File: config.mk
export PLATFORM = sky130hd
export DESIGN_NAME = fpadd_sched
export DESIGN_NICKNAME = d
export VERILOG_FILES = /design/src/rtl/fpadd_sched_pkg.sv /design/src/rtl/fpadd_sched_arb.sv /design/src/rtl/fpadd_sched.sv
export SDC_FILE = /design/constraint.sdc
export NUM_CORES = 1
export LEC_CHECK = 0
export CAP_MARGIN = 30
export CELL_PAD_IN_SITES_DETAIL_PLACEMENT = 0
export CELL_PAD_IN_SITES_GLOBAL_PLACEMENT = 2
export CORE_UTILIZATION = 21
export CTS_BUF_LIST = sky130_fd_sc_hd__clkbuf_16
export CTS_CLUSTER_DIAMETER = 50
export CTS_CLUSTER_SIZE = 40
export DETAILED_ROUTE_END_ITERATION = 8
export PLACE_DENSITY_LB_ADDON = 0.1
export SETUP_SLACK_MARGIN = 0.15
export SYNTH_ARGS = -nofsm -noshare
export SYNTH_HDL_FRONTEND = slang
export SYNTH_HIERARCHICAL = 1
export SYNTH_SLANG_ARGS = --single-unit
File: constraint.sdc
create_clock -name clk -period 1.6 [get_ports clk]
set_input_delay 0.4 -clock clk [delete_from_list [all_inputs] [get_ports clk]]
set_output_delay 0.4 -clock clk [all_outputs]
set_load 0.01 [all_outputs]
File: src/rtl/fpadd_sched_pkg.sv
// Shared types for the fp add/sub scheduler.
// Holds operand width, fp32 type, FSM states, sign flip helper.
package fpadd_sched_pkg;

  localparam int FP_W = 32;

  typedef logic [FP_W-1:0] fp32_t;

  typedef enum logic [1:0] {
    IDLE,
    EXEC,
    RESP
  } sched_state_t;

  function automatic fp32_t flip_sign(fp32_t v);
    return {~v[FP_W-1], v[FP_W-2:0]};
  endfunction

endpackage

File: src/rtl/fpadd_sched_arb.sv
// Combinational round-robin arbiter.
// req: requests, ptr: highest-priority index, grant: one-hot winner.
module rr_arbiter #(
  parameter int NREQ  = 2,
  parameter int PTR_W = 1
) (
  input  logic [NREQ-1:0]  req,
  input  logic [PTR_W-1:0] ptr,
  output logic [NREQ-1:0]  grant
);

  logic found;

  // Scan distances 0..NREQ-1 from ptr; the first
  // requester hit at the smallest distance wins.
  always_comb begin
    grant = '0;
    found = 1'b0;
    for (int k = 0; k < NREQ; k++) begin
      for (int i = 0; i < NREQ; i++) begin
        if (!found && req[i] &&
            ((int'(ptr) + k) % NREQ) == i) begin
          grant[i] = 1'b1;
          found    = 1'b1;
        end
      end
    end
  end

endmodule

File: src/rtl/fpadd_sched.sv
// Shares one fp32 add/sub datapath among NREQ requesters.
// Ports: req_* in, rsp_* out, dp_* to/from adder, busy, op_count.
module fpadd_sched
  import fpadd_sched_pkg::*;
#(
  parameter int NREQ    = 2,
  parameter int ADD_LAT = 1,
  parameter int CNT_W   = 16
) (
  input  logic                 clk,
  input  logic                 n_rst,
  input  logic [NREQ-1:0]      req_valid,
  output logic [NREQ-1:0]      req_ready,
  input  logic [NREQ*FP_W-1:0] req_op1,
  input  logic [NREQ*FP_W-1:0] req_op2,
  input  logic [NREQ-1:0]      req_sub,
  output logic [NREQ-1:0]      rsp_valid,
  input  logic [NREQ-1:0]      rsp_ready,
  output fp32_t                rsp_result,
  output logic                 rsp_overflow,
  output fp32_t                dp_op1,
  output fp32_t                dp_op2,
  input  fp32_t                dp_result,
  input  logic                 dp_overflow,
  output logic                 busy,
  output logic [CNT_W-1:0]     op_count
);

  localparam int PTR_W =
    (NREQ > 1) ? $clog2(NREQ) : 1;
  localparam logic [2:0] LAT = 3'(ADD_LAT);

  sched_state_t     state;
  logic [PTR_W-1:0] rr_ptr;
  logic [PTR_W-1:0] gidx;
  logic [PTR_W-1:0] nxt_ptr;
  logic [NREQ-1:0]  grant;
  logic [NREQ-1:0]  owner;
  logic [2:0]       cnt;
  logic             take;
  logic             done;
  logic             sel_sub;
  fp32_t            sel_op1;
  fp32_t            sel_op2;

  rr_arbiter #(
    .NREQ  (NREQ),
    .PTR_W (PTR_W)
  ) u_arb (
    .req   (req_valid),
    .ptr   (rr_ptr),
    .grant (grant)
  );

  assign req_ready = (state == IDLE) ? grant : '0;
  assign take      = |(req_valid & req_ready);
  // owner is one-hot, so foreign rsp_ready bits drop out
  assign done      = |(rsp_ready & owner);
  assign busy      = (state != IDLE);

  always_comb begin
    gidx    = '0;
    sel_op1 = '0;
    sel_op2 = '0;
    sel_sub = 1'b0;
    for (int i = 0; i < NREQ; i++) begin
      if (grant[i]) begin
        gidx    = PTR_W'(i);
        sel_op1 = req_op1[i*FP_W +: FP_W];
        sel_op2 = req_op2[i*FP_W +: FP_W];
        sel_sub = req_sub[i];
      end
    end
  end

  assign nxt_ptr = (int'(gidx) == NREQ - 1) ?
                   '0 : gidx + PTR_W'(1);

  always_ff @(posedge clk or negedge n_rst) begin
    if (!n_rst) begin
      state        <= IDLE;
      rr_ptr       <= '0;
      owner        <= '0;
      cnt          <= '0;
      dp_op1       <= '0;
      dp_op2       <= '0;
      rsp_valid    <= '0;
      rsp_result   <= '0;
      rsp_overflow <= 1'b0;
      op_count     <= '0;
    end else begin
      unique case (state)
        IDLE: begin
          if (take) begin
            dp_op1 <= sel_op1;
            dp_op2 <= sel_sub ? flip_sign(sel_op2)
                              : sel_op2;
            owner  <= grant;
            rr_ptr <= nxt_ptr;
            cnt    <= LAT;
            state  <= EXEC;
          end
        end
        EXEC: begin
          cnt <= cnt - 3'd1;
          if (cnt == 3'd1) begin
            rsp_result   <= dp_result;
            rsp_overflow <= dp_overflow;
            rsp_valid    <= owner;
            state        <= RESP;
          end
        end
        RESP: begin
          if (done) begin
            rsp_valid <= '0;
            op_count  <= op_count + CNT_W'(1);
            state     <= IDLE;
          end
        end
        default: state <= IDLE;
      endcase
    end
  end

endmodule

==> key figures, run 1 <==
Layout
  – Antenna Cells: 0
  – Layout cells sized above 1: 37.9%
  – Synthesis-to-finish area growth: 82.7%
  – Layout Cells excl Fill: 1,159
  – Nets: 988

Timing
  – Max-slew violations: 0
  – Worst Skew: 0.00908 ns
  – Period minus WS final: 1.75 ns
  – Fmax: 0.571 GHz
  – Setup violators final: 72
  – Worst-margin pin slew: 0.516 ns
  – RSZ-0062 raised after global routing: yes
  – Max-Slew Margin vs Limit: 65.6%
  – Hold Fails Final Rpt: 0
  – Worst setup margin: -0.150 ns
  – Setup total negative slack: -5.43 ns
  – Period utilization: 109%

Hold path
  – Worst hold path class: primary input to asynchronous set/reset pin

Clock network
  – CTS sink cnt: 123
  – H-tree level count: 4
  – Worst-case clock buffer depth: 2
  – CTS root buf: clkbuf_16
  – Number of CTS-inserted buffers: 17
  – Clock latency at the later pin of the worst-skew pair: 0.41 ns
  – Clock Pin Slew Worst Setup and Hold Paths: 0.06 ns
  – CTS tree: yes

Pwr
  – Peak supply drop: 0.000580 V
  – Static leakage: 4.28 nW
  – PD cells: 1790 nW/um2

Job
  – Max-cap violations: 0

Route
  – Antenna-violating nets left: 0
  – Routed WL per cell: 16.1 um
  – Vias post-DR: 4,932
  – DRC violations left: 0
  – Drt initial violations: 161
  – Avg Vias per Cell: 4.26
  – Routed WL: 18.6 mm
  – Pre-antenna DRT Iters: 4

Logic synthesis
  – Netlist cell types: 40
  – Sequential fraction of the synthesis area: 57.6%
  – Main synth FF type: dfrtp_1
  – Post-synthesis register bit count: 123
  – Syn Nets: 643
  – Warnings from Yosys: 6
  – Mapped Avg Cell Area: 11.3 um2
  – Mapped Cells: 471
  – Post-synth EDFFs: 0
  – Post-Syn Area: 5340 um2
  – Async set-reset flop share out of synthesis: 100%

Worst setup path
  – Worst path cell trace: buf_6 > a21boi_4 > and2_4 > buf_6
  – Reg2reg setup slack: -0.12 ns
  – WS Path Type: flop to output pin
  – Crit Reg-Reg Endpoint: owner[1]
  – Cell repeated most along the worst path: buf_6
  – Element type at the critical path start: flop
  – Critical Path Sink Type: output pin
  – Critical path required time: 1.20 ns
  – Max incr delay on CP: 0.40 ns
  – CP Max Fanout: 2
  – Slowest CP cell: dfrtp_1
  – Reg-to-Reg Start: rr_ptr
  – Worst Reg-to-Reg Cells: 7
  – WP data arrival: 1.35 ns

Place
  – I/O Buffers: 286
  – HPWL after detailed placement: 12.9 mm
  – Pre-CTS setup slack: -0.738 ns
  – Cell Count Post-Placement: 1,082
  – GPL Wtd Cong: 0.759

Global routing
  – First-pass GRT wire length: 28.1 mm
  – Initial antenna violation count: 0
  – Largest net degree at the start of global routing: 89
  – Total GRT Usage: 14.1%
  – Vias in the first global route: 5,149
  – Grt total ovfl: 0

Floorplan
  – Starting Density: 21.3%
  – Rows: 58
  – Die Ht: 162 um
  – Full die area: 26,100 um2
  – Core Region: 25,000 um2
  – Die span in x: 162 um
  – # IOs: 287

Run status
  – Status: finished with violations
  – Failing checks: setup timing
==> cell type report <==
cell class	count	area, um2
sequential	123	3080
inverter	7	26.3
tap	330	413
timing repair buffer	359	3220
clock buffer	17	425
clock inverter	15	198
multi-input combinational	308	2400
fill	2496	15300
==> stage by stage <==
step	utilization, %	cell area (um2)	hold slack [ns]	power (mW)
2_1_floorplan	-	5390	0.104	8.82
3_3_place_gp	35.2	8810	0.461	13.1
3_5_place_dp	35.2	8810	0.469	13.2
4_1_cts	38.7	9690	0.0530	17.4
5_1_grt	39.0	9760	0.0698	18.6
6_report	39.0	9760	0.0214	17.4
==> what timing repair did <==
| action | 4_1_cts | 5_1_grt |
|---|---|---|
| gates resized for setup | 438 | 113 |
| endpoints found under the setup margin | 228 | 176 |
| pin swaps | 7 | 15 |
| cloned | 2 | 3 |
| hold buffers | 0 | 0 |
| setup buffers | 31 | 9 |
==> flip-flops by register name (all words and copies together), names as in the netlist <==
name,cells
owner,2
dp_op1,32
state,2
dp_op2,32
rr_ptr,1
rsp_result,32
op_count,16
rsp_valid,2
rsp_overflow,1
cnt,3
==> cell usage after synthesis, types with 2 or more instances <==
master    number  share of area [%]
buf_2         12                1.1
o21ai_0        2               0.19
nand2_1       14               0.98
a21oi_1       66                6.2
inv_1          7               0.49
xor2_1         8                1.3
a22oi_1       65                9.1
nand4_1        4               0.47
buf_6          2               0.42
mux2_4        15                4.2
nand2b_1       2               0.23
dfrtp_1      123                 58
ha_1           3               0.70
nor2b_1        2               0.23
and3_1         2               0.23
nand3_1        5               0.47
o22ai_1        2               0.23
buf_4          5               0.70
nor3_1         6               0.56
clkbuf_1       8               0.56
mux2_2        19                4.0
xnor2_1       10                1.6
buf_1          3               0.21
and2_1         3               0.35
nor2_1        68                4.8
==> per-layer routing <==
metal | wire length [um] | global-route usage, % | vias to the layer above
li1 | - | - | 2372
met1 | 7670 | 16.4 | 2362
met2 | 9180 | 23.7 | 181
met3 | 1500 | 5.06 | 17
met4 | 291 | 5.10 | 0
met5 | 0 | 0 | -
==> how the worst max path moves through the flow <==
| stage | from | endpoint | slack [ns] | depth (start not counted) |
|---|---|---|---|---|
| 2_1_floorplan | rr_ptr | owner[0] | 0.04 | 6 |
| 3_3_place_gp | req_valid[0] | req_ready[0] | -0.73 | 4 |
| 3_5_place_dp | req_valid[0] | req_ready[0] | -0.74 | 4 |
| 4_1_cts | rr_ptr | req_ready[0] | -0.17 | 4 |
| 5_1_grt | rr_ptr | dp_op1[3] | -0.24 | 9 |
| 6_report | rr_ptr | req_ready[0] | -0.15 | 4 |
==> layout by cell type (no fill, tap or decap), types with 4 or more instances in the layout <==
master | synthesis | routed
inv_1 | 7 | 4
a21oi_2 | 0 | 10
clkinv_4 | 0 | 4
a21oi_1 | 66 | 56
a22oi_1 | 65 | 64
clkbuf_16 | 0 | 20
nor2_4 | 0 | 7
bufinv_16 | 0 | 4
xnor2_1 | 10 | 10
clkbuf_2 | 1 | 19
buf_12 | 1 | 11
clkdlybuf4s50_1 | 0 | 165
buf_16 | 0 | 4
and2_4 | 1 | 4
buf_2 | 12 | 85
clkdlybuf4s15_2 | 0 | 6
buf_6 | 2 | 12
nand2_1 | 14 | 11
buf_4 | 5 | 45
nor3_2 | 0 | 6
nand4_1 | 4 | 4
nor2_1 | 68 | 51
nor2_2 | 0 | 10
clkdlybuf4s15_1 | 0 | 5
dfrtp_1 | 123 | 121
mux2_4 | 15 | 35
xor2_1 | 8 | 8
==> worst max-delay path: cells and delay by family (launching register included) <==
family / cells / cell delay [ns]
flip-flops: 1 / 0.40
buffers and inverters: 2 / 0.24
AND/OR/NAND/NOR: 1 / 0.17
AO/OA/AOI/OAI: 1 / 0.13
==> kinds of logic (layout without fill, tap and decap cells) <==
group	after synthesis	in the layout	share of synthesized area (%)
and+or+nand+nor	113	113	9.72
AOI/OAI and AO/OA	139	139	16.3
buffers and inverters	40	398	4.26
xor gates and xnor gates	18	18	2.95
adders and majority gates	3	3	0.703
DFF	123	123	57.6
muxes	35	35	8.43
==> power by group <==
part / switching (mW) / total (mW) / internal, mW
Clock: 1.50 / 4.11 / 2.61
Combinational: 3.72 / 7.98 / 4.26
Sequential: 0.821 / 5.36 / 4.54
(Power assumes the default switching activity.)
==> run 2: changes to the inputs <==
--- a/config.mk
+++ b/config.mk
@@ -5,6 +5,7 @@
 export SDC_FILE = /design/constraint.sdc
 export NUM_CORES = 1
 export LEC_CHECK = 0
+export ABC_CLOCK_PERIOD_IN_PS = 1600
 export CAP_MARGIN = 30
 export CELL_PAD_IN_SITES_DETAIL_PLACEMENT = 0
 export CELL_PAD_IN_SITES_GLOBAL_PLACEMENT = 2
==> results of run 2 <==
Final layout, timing and power as in run 1 (identical DEF).
==> run 3: changes to the inputs <==
--- a/config.mk
+++ b/config.mk
@@ -14,6 +14,7 @@
 export CTS_CLUSTER_DIAMETER = 50
 export CTS_CLUSTER_SIZE = 40
 export DETAILED_ROUTE_END_ITERATION = 8
+export GPL_TIMING_DRIVEN = 1
 export PLACE_DENSITY_LB_ADDON = 0.1
 export SETUP_SLACK_MARGIN = 0.15
 export SYNTH_ARGS = -nofsm -noshare
==> results of run 3 <==
Final layout, timing and power as in run 1 (identical DEF).
